`src/rtl/addsub_pkg.sv`:
```
// addsub_pkg: opcodes and signed saturation limits shared by addsub_pipe.
package addsub_pkg;
  typedef enum logic [1:0] {OP_ADD, OP_SUB, OP_ADDS, OP_SUBS} op_t;
  localparam int MAX_W = 1024;
  function automatic logic [MAX_W-1:0] sat_const(input int w, input logic neg);
    logic [MAX_W-1:0] msb;
    msb = {{(MAX_W-1){1'b0}}, 1'b1} << (w - 1);
    return neg ? msb : msb - MAX_W'(1);
  endfunction
endpackage

```
`src/rtl/addsub_seg.sv`:
```
// addsub_seg: one CHUNK-bit adder slice exposing carry-out and the carry into its MSB.
module addsub_seg #(
  parameter int CHUNK = 8
) (
  input  logic [CHUNK-1:0] a,
  input  logic [CHUNK-1:0] b,
  input  logic             ci,
  output logic [CHUNK-1:0] s,
  output logic             co,
  output logic             cm
);
  assign {co, s} = {1'b0, a} + {1'b0, b} + {{CHUNK{1'b0}}, ci};
  assign cm = a[CHUNK-1] ^ b[CHUNK-1] ^ s[CHUNK-1];
endmodule

```
`src/rtl/addsub_pipe.sv`:
```
// addsub_pipe: carry-segmented pipelined add/sub with optional saturation and valid/ready handshake.
module addsub_pipe
  import addsub_pkg::*;
#(
  parameter int WIDTH  = 32,
  parameter int STAGES = 4,
  parameter bit SAT_EN = 1'b1
) (
  input  logic             clk,
  input  logic             rst_n,
  input  logic             in_valid,
  output logic             in_ready,
  input  logic [WIDTH-1:0] a,
  input  logic [WIDTH-1:0] b,
  input  logic [1:0]       op,
  output logic             out_valid,
  input  logic             out_ready,
  output logic [WIDTH-1:0] result,
  output logic             cout,
  output logic             v,
  output logic             z,
  output logic             n
);
  localparam int CHUNK = WIDTH / STAGES;
  localparam int L = STAGES - 1;
  localparam logic [WIDTH-1:0] SMAX = WIDTH'(sat_const(WIDTH, 1'b0));
  localparam logic [WIDTH-1:0] SMIN = WIDTH'(sat_const(WIDTH, 1'b1));
  if (WIDTH % STAGES != 0) begin : g_chk
    $error("addsub_pipe: WIDTH must be a multiple of STAGES");
  end
  logic adv;
  assign adv = !out_valid || out_ready;
  assign in_ready = adv;
  // Stage k holds the beat feeding segment k: operands skewed forward, low sum chunks already done.
  for (genvar k = 0; k < STAGES; k++) begin : g_seg
    logic [WIDTH-1:0] xa, xb, xs, nsum;
    logic [CHUNK-1:0] sum;
    logic             xc, xv, co, cm;
    op_t              xo;
    addsub_seg #(.CHUNK(CHUNK)) u_seg (
      .a (xa[k*CHUNK +: CHUNK]),
      .b (xb[k*CHUNK +: CHUNK]),
      .ci(xc),
      .s (sum),
      .co(co),
      .cm(cm)
    );
    assign nsum = xs | (WIDTH'(sum) << (k * CHUNK));
    if (k == 0) begin : g_in
      assign xa = a;
      assign xb = b ^ {WIDTH{op[0]}};
      assign xs = '0;
      assign xc = op[0];
      assign xv = in_valid;
      assign xo = op_t'(op);
    end else begin : g_reg
      always_ff @(posedge clk or negedge rst_n)
        if (!rst_n) begin
          xv <= 1'b0;
          xa <= '0;
          xb <= '0;
          xs <= '0;
          xc <= 1'b0;
          xo <= OP_ADD;
        end else if (adv) begin
          xv <= g_seg[k-1].xv;
          xa <= g_seg[k-1].xa;
          xb <= g_seg[k-1].xb;
          xs <= g_seg[k-1].nsum;
          xc <= g_seg[k-1].co;
          xo <= g_seg[k-1].xo;
        end
    end
  end
  logic [WIDTH-1:0] res;
  logic             vr, sat;
  assign vr  = g_seg[L].cm ^ g_seg[L].co;
  assign sat = SAT_EN && g_seg[L].xo[1] && vr;
  assign res = sat ? (g_seg[L].xa[WIDTH-1] ? SMIN : SMAX) : g_seg[L].nsum;
  always_ff @(posedge clk or negedge rst_n)
    if (!rst_n) begin
      out_valid <= 1'b0;
      result    <= '0;
      cout      <= 1'b0;
      v         <= 1'b0;
      z         <= 1'b0;
      n         <= 1'b0;
    end else if (adv) begin
      out_valid <= g_seg[L].xv;
      result    <= res;
      cout      <= g_seg[L].co;
      v         <= vr;
      z         <= res == '0;
      n         <= res[WIDTH-1];
    end
endmodule

```
`config.mk`:
```
export PLATFORM = sky130hd
export DESIGN_NAME = addsub_pipe
export DESIGN_NICKNAME = d
export VERILOG_FILES = /design/src/rtl/addsub_pkg.sv /design/src/rtl/addsub_seg.sv /design/src/rtl/addsub_pipe.sv
export SDC_FILE = /design/constraint.sdc
export NUM_CORES = 1
export LEC_CHECK = 0
export CORE_MARGIN = 2
export CORE_UTILIZATION = 50
export DETAILED_ROUTE_END_ITERATION = 12
export GPL_TIMING_DRIVEN = 0
export PLACE_DENSITY = 0.73
export SLEW_MARGIN = 0
export SYNTH_ARGS = -nofsm -noshare
export SYNTH_HDL_FRONTEND = slang
export SYNTH_SLANG_ARGS = --single-unit
```
`constraint.sdc`:
```
create_clock -name clk -period 3 [get_ports clk]
set_input_delay 0.3 -clock clk [delete_from_list [all_inputs] [get_ports clk]]
set_output_delay 0.3 -clock clk [all_outputs]
set_load 0.05 [all_outputs]
```
==> reports/summary.txt <==
starting DRC count in detailed routing = 469
static power due to leakage = 5.10 nW
final hold slack = 0.396 ns
final setup skew = 0.00971 ns
Initial Util = 51.3%
crit path time final = 3.06 ns
worst-skew pair later-pin latency = 0.43 ns
via count of the first global-routing pass = 6688
Highest Clock Rate = 327 MHz
cells traversed along the worst timing path = fa_2, inv_2, fa_2, nor2b_4, o31a_1, or3b_4, a21o_1, o311ai_4, buf_6, buf_8, o22a_2
total routing usage reported by global routing = 23.4%
remaining max-slew budget at the tightest pin = 44.5%
nature of the critical path startpoint = flop
number of pins exceeding their max-slew limit in the final report = 0
average vias per placed instance = 5.28
most common library cell in the layout ignoring fill and taps = sky130_fd_sc_hd__nand2_1
Final Wtd Congestion = 0.864
Core Util, Final = 63.2%
layout cell share with drive strength beyond 1 = 9.38%
horizontal die dimension = 138 um
status = finished, violations left
number of unique standard cell types used by synthesis = 53
failing checks = setup timing
Die H = 138 um
number of core rows = 48
min-delay worst type = in -> async
WL/cell = 16.0 um
TritonCTS clock tree = yes
area occupied by multi-input gates = 3930 um^2
maximum number of pins on one net before global-route repair = 115
data required time at the worst endpoint = 3.37 ns
DRC Markers = 0
number of filler instances in the final layout = 1469
total power draw = 0.0129 W
Vias = 6925
first-pass GRT wire length = 34.0 mm
share of async-settable or async-resettable flops after synthesis = 100%
critical path endpoint category = flop
placed wire-length estimate = 15.2 mm
H-tree levels = 4
commonest cells after routing, fill and taps aside = sky130_fd_sc_hd__nand2_1 (345), sky130_fd_sc_hd__dfrtp_1 (189), sky130_fd_sc_hd__clkdlybuf4s50_1 (104), sky130_fd_sc_hd__o21ai_0 (42), sky130_fd_sc_hd__clkbuf_1 (37)
Seq/Total Area, Yosys = 52.9%
Final ANT Viol Nets = 0
total nets after synthesis = 1046
Critical-path top delay cell = sky130_fd_sc_hd__or3b_4
post-synthesis sequential element count = 189
worst reg2reg startpoint = g_seg[3].xc
Synth area leaders = sky130_fd_sc_hd__dfrtp_1 (53%), sky130_fd_sc_hd__nand2_1 (14%), sky130_fd_sc_hd__ha_1 (3.9%)
Largest stage delay, worst path = 0.45 ns
commonest register cell after synthesis = sky130_fd_sc_hd__dfrtp_1
Yosys Warn Count = 0
clock sinks = 189
net count of the finished layout = 1179
synthesized area = 8940 um^2
VDD IR-drop max = 817 uV
start-to-end type of the worst setup path = reg -> reg
Final period util = 102%
Setup-failing EPs final = 31
worst-margin pin slew = 0.821 ns
number of buffers inserted by port buffering = 106
depth of the worst register-to-register path = 11
RSZ-0062 raised after global routing = true
Synth-to-Final Area Change = 23.2%
footprint of the flip-flops and latches = 4730 um^2
Core Region = 17400 um^2
number of flops mapped to enable cells by yosys = 0
capturing point of the worst reg2reg path = result[3]
number of endpoints with negative hold slack in the final report = 0
cell repeated most along the worst path = sky130_fd_sc_hd__fa_2
residual overflow from global routing = 0
antenna cell count = 0
register-to-register setup slack = -0.06 ns
cell accounting for the most synthesized area = sky130_fd_sc_hd__dfrtp_1
cell count after synthesis = 941
Detailed Routing Iterations Pass 1 = 5
buffer depth of the longest clock path = 2
portion of synthesized cell area occupied by the leading cell type = 52.9%
antenna violations before repair = 0
worst endpoint data arrival time = 3.43 ns
max-cap violations = 0
final wirelength = 21.0 mm
critical path endpoint = result[3]
Clock Pin Slew Worst Setup and Hold Paths = 0.07 ns
master cell of the clock root buffer = sky130_fd_sc_hd__clkbuf_16
number of top-level pins = 108
power per cell area = 1170 nW/um^2
slack of the critical path = -0.0591 ns
clock buffers created by TritonCTS = 17
overall die area = 19000 um^2
Avg Synthesized Cell Area = 9.50 um^2
CP Launch Point = g_seg[3].xc
peak fanout along the critical path = 10
==> Yosys cell counts (all sizes together), types with 2 or more instances <==
cell type,count
a2111oi,3
a211oi,4
a21boi,2
a21o,8
a21oi,25
a31oi,2
buf,16
clkbuf,41
dfrtp,189
fa,7
ha,28
inv,20
nand2,345
nand3,4
nand3b,3
nand4,2
nor2,23
nor2b,5
nor3,19
nor3b,31
nor4,6
nor4b,2
o211ai,6
o21a,6
o21ai,43
o21bai,4
o22a,30
o31a,2
o31ai,4
o41ai,2
xnor2,34
xor2,14
==> report_power, final <==
group	leakage (nW)	switching (W)	internal [W]
Clock	0.272	0.00101	0.00116
Sequential	2.26	0.000809	0.00370
Combinational	2.56	0.00363	0.00256
Total	5.10	0.00545	0.00742
==> critical path, delay by kind of cell (launching register included) <==
kind / cells / cell delay (ns)
adder cells (fa/ha/maj): 2 / 0.66
AO/OA/AOI/OAI: 4 / 1.06
AND/OR/NAND/NOR: 2 / 0.50
flip-flops: 1 / 0.40
buffers and inverters: 3 / 0.37
==> stage by stage <==
| stage | instance area [um^2] | setup TNS, ns | instances | worst slack (ns) |
|---|---|---|---|---|
| after global routing | 11000 | -3.18 | 1312 | -0.126 |
| after floorplan | 8940 | 0 | 941 | 0.253 |
| final | 11000 | -1.32 | 1312 | -0.0591 |
| after detailed placement | 10300 | -1.33 | 1273 | -0.684 |
| after CTS | 10900 | 0 | 1305 | 0.0130 |
| after global placement | 10300 | -1143.30 | 1272 | -6.06 |
==> cell families after synthesis <==
group,synth area share [%]
AND/OR/NAND/NOR,21.0
flip-flops,52.9
AO/OA/AOI/OAI,12.1
buffers and inverters,3.75
XOR/XNOR,4.70
adder cells (fa/ha/maj),5.49
multiplexers,0.126
==> final cells by class <==
class                   instances  area share [%]
multi-input cells             675            35.7
clock inverters                15            1.27
inverters                      20           0.682
plain buffers                  56            2.49
repair buffers                115            10.5
well taps                     225            2.56
flip-flops and latches        189            43.0
clock buffers                  17            3.86
==> registers in the layout (all words and copies together) (netlist names) <==
name,cells
out_valid,1
v,1
g_seg.xv,3
g_seg.xs,48
g_seg.xc,3
g_seg.xb,48
g_seg.xo,3
g_seg.xa,48
result,32
z,1
cout,1
==> how the worst min path moves through the flow <==
| stage | from | end | cells past startpoint |
|---|---|---|---|
| final | rst_n | g_seg[1].xb[20] | 2 |
| after global routing | a[26] | g_seg[1].xa[26] | 3 |
| after CTS | a[14] | g_seg[1].xa[14] | 3 |
| after detailed placement | rst_n | g_seg[1].xb[20] | 1 |
| after global placement | g_seg[3].xv | g_seg[3].xv | 2 |
| after floorplan | rst_n | cout | 0 |
==> layer usage <==
metal  track usage (%)  part of all wire, %
met4              8.84                  2.7
met2              36.7                   46
met1              32.9                   47
met5                 0                    0
met3              3.72                  4.1
==> what timing repair did <==
item                       in CTS  in global routing
buffers inserted                0                  6
hold buffers                    1                  0
pin swaps                       0                 13
cloned                          0                  1
resized for setup               3                 28
setup endpoints to repair      21                 32
hold endpoints to repair       75                  0
(Power assumes the default switching activity.)
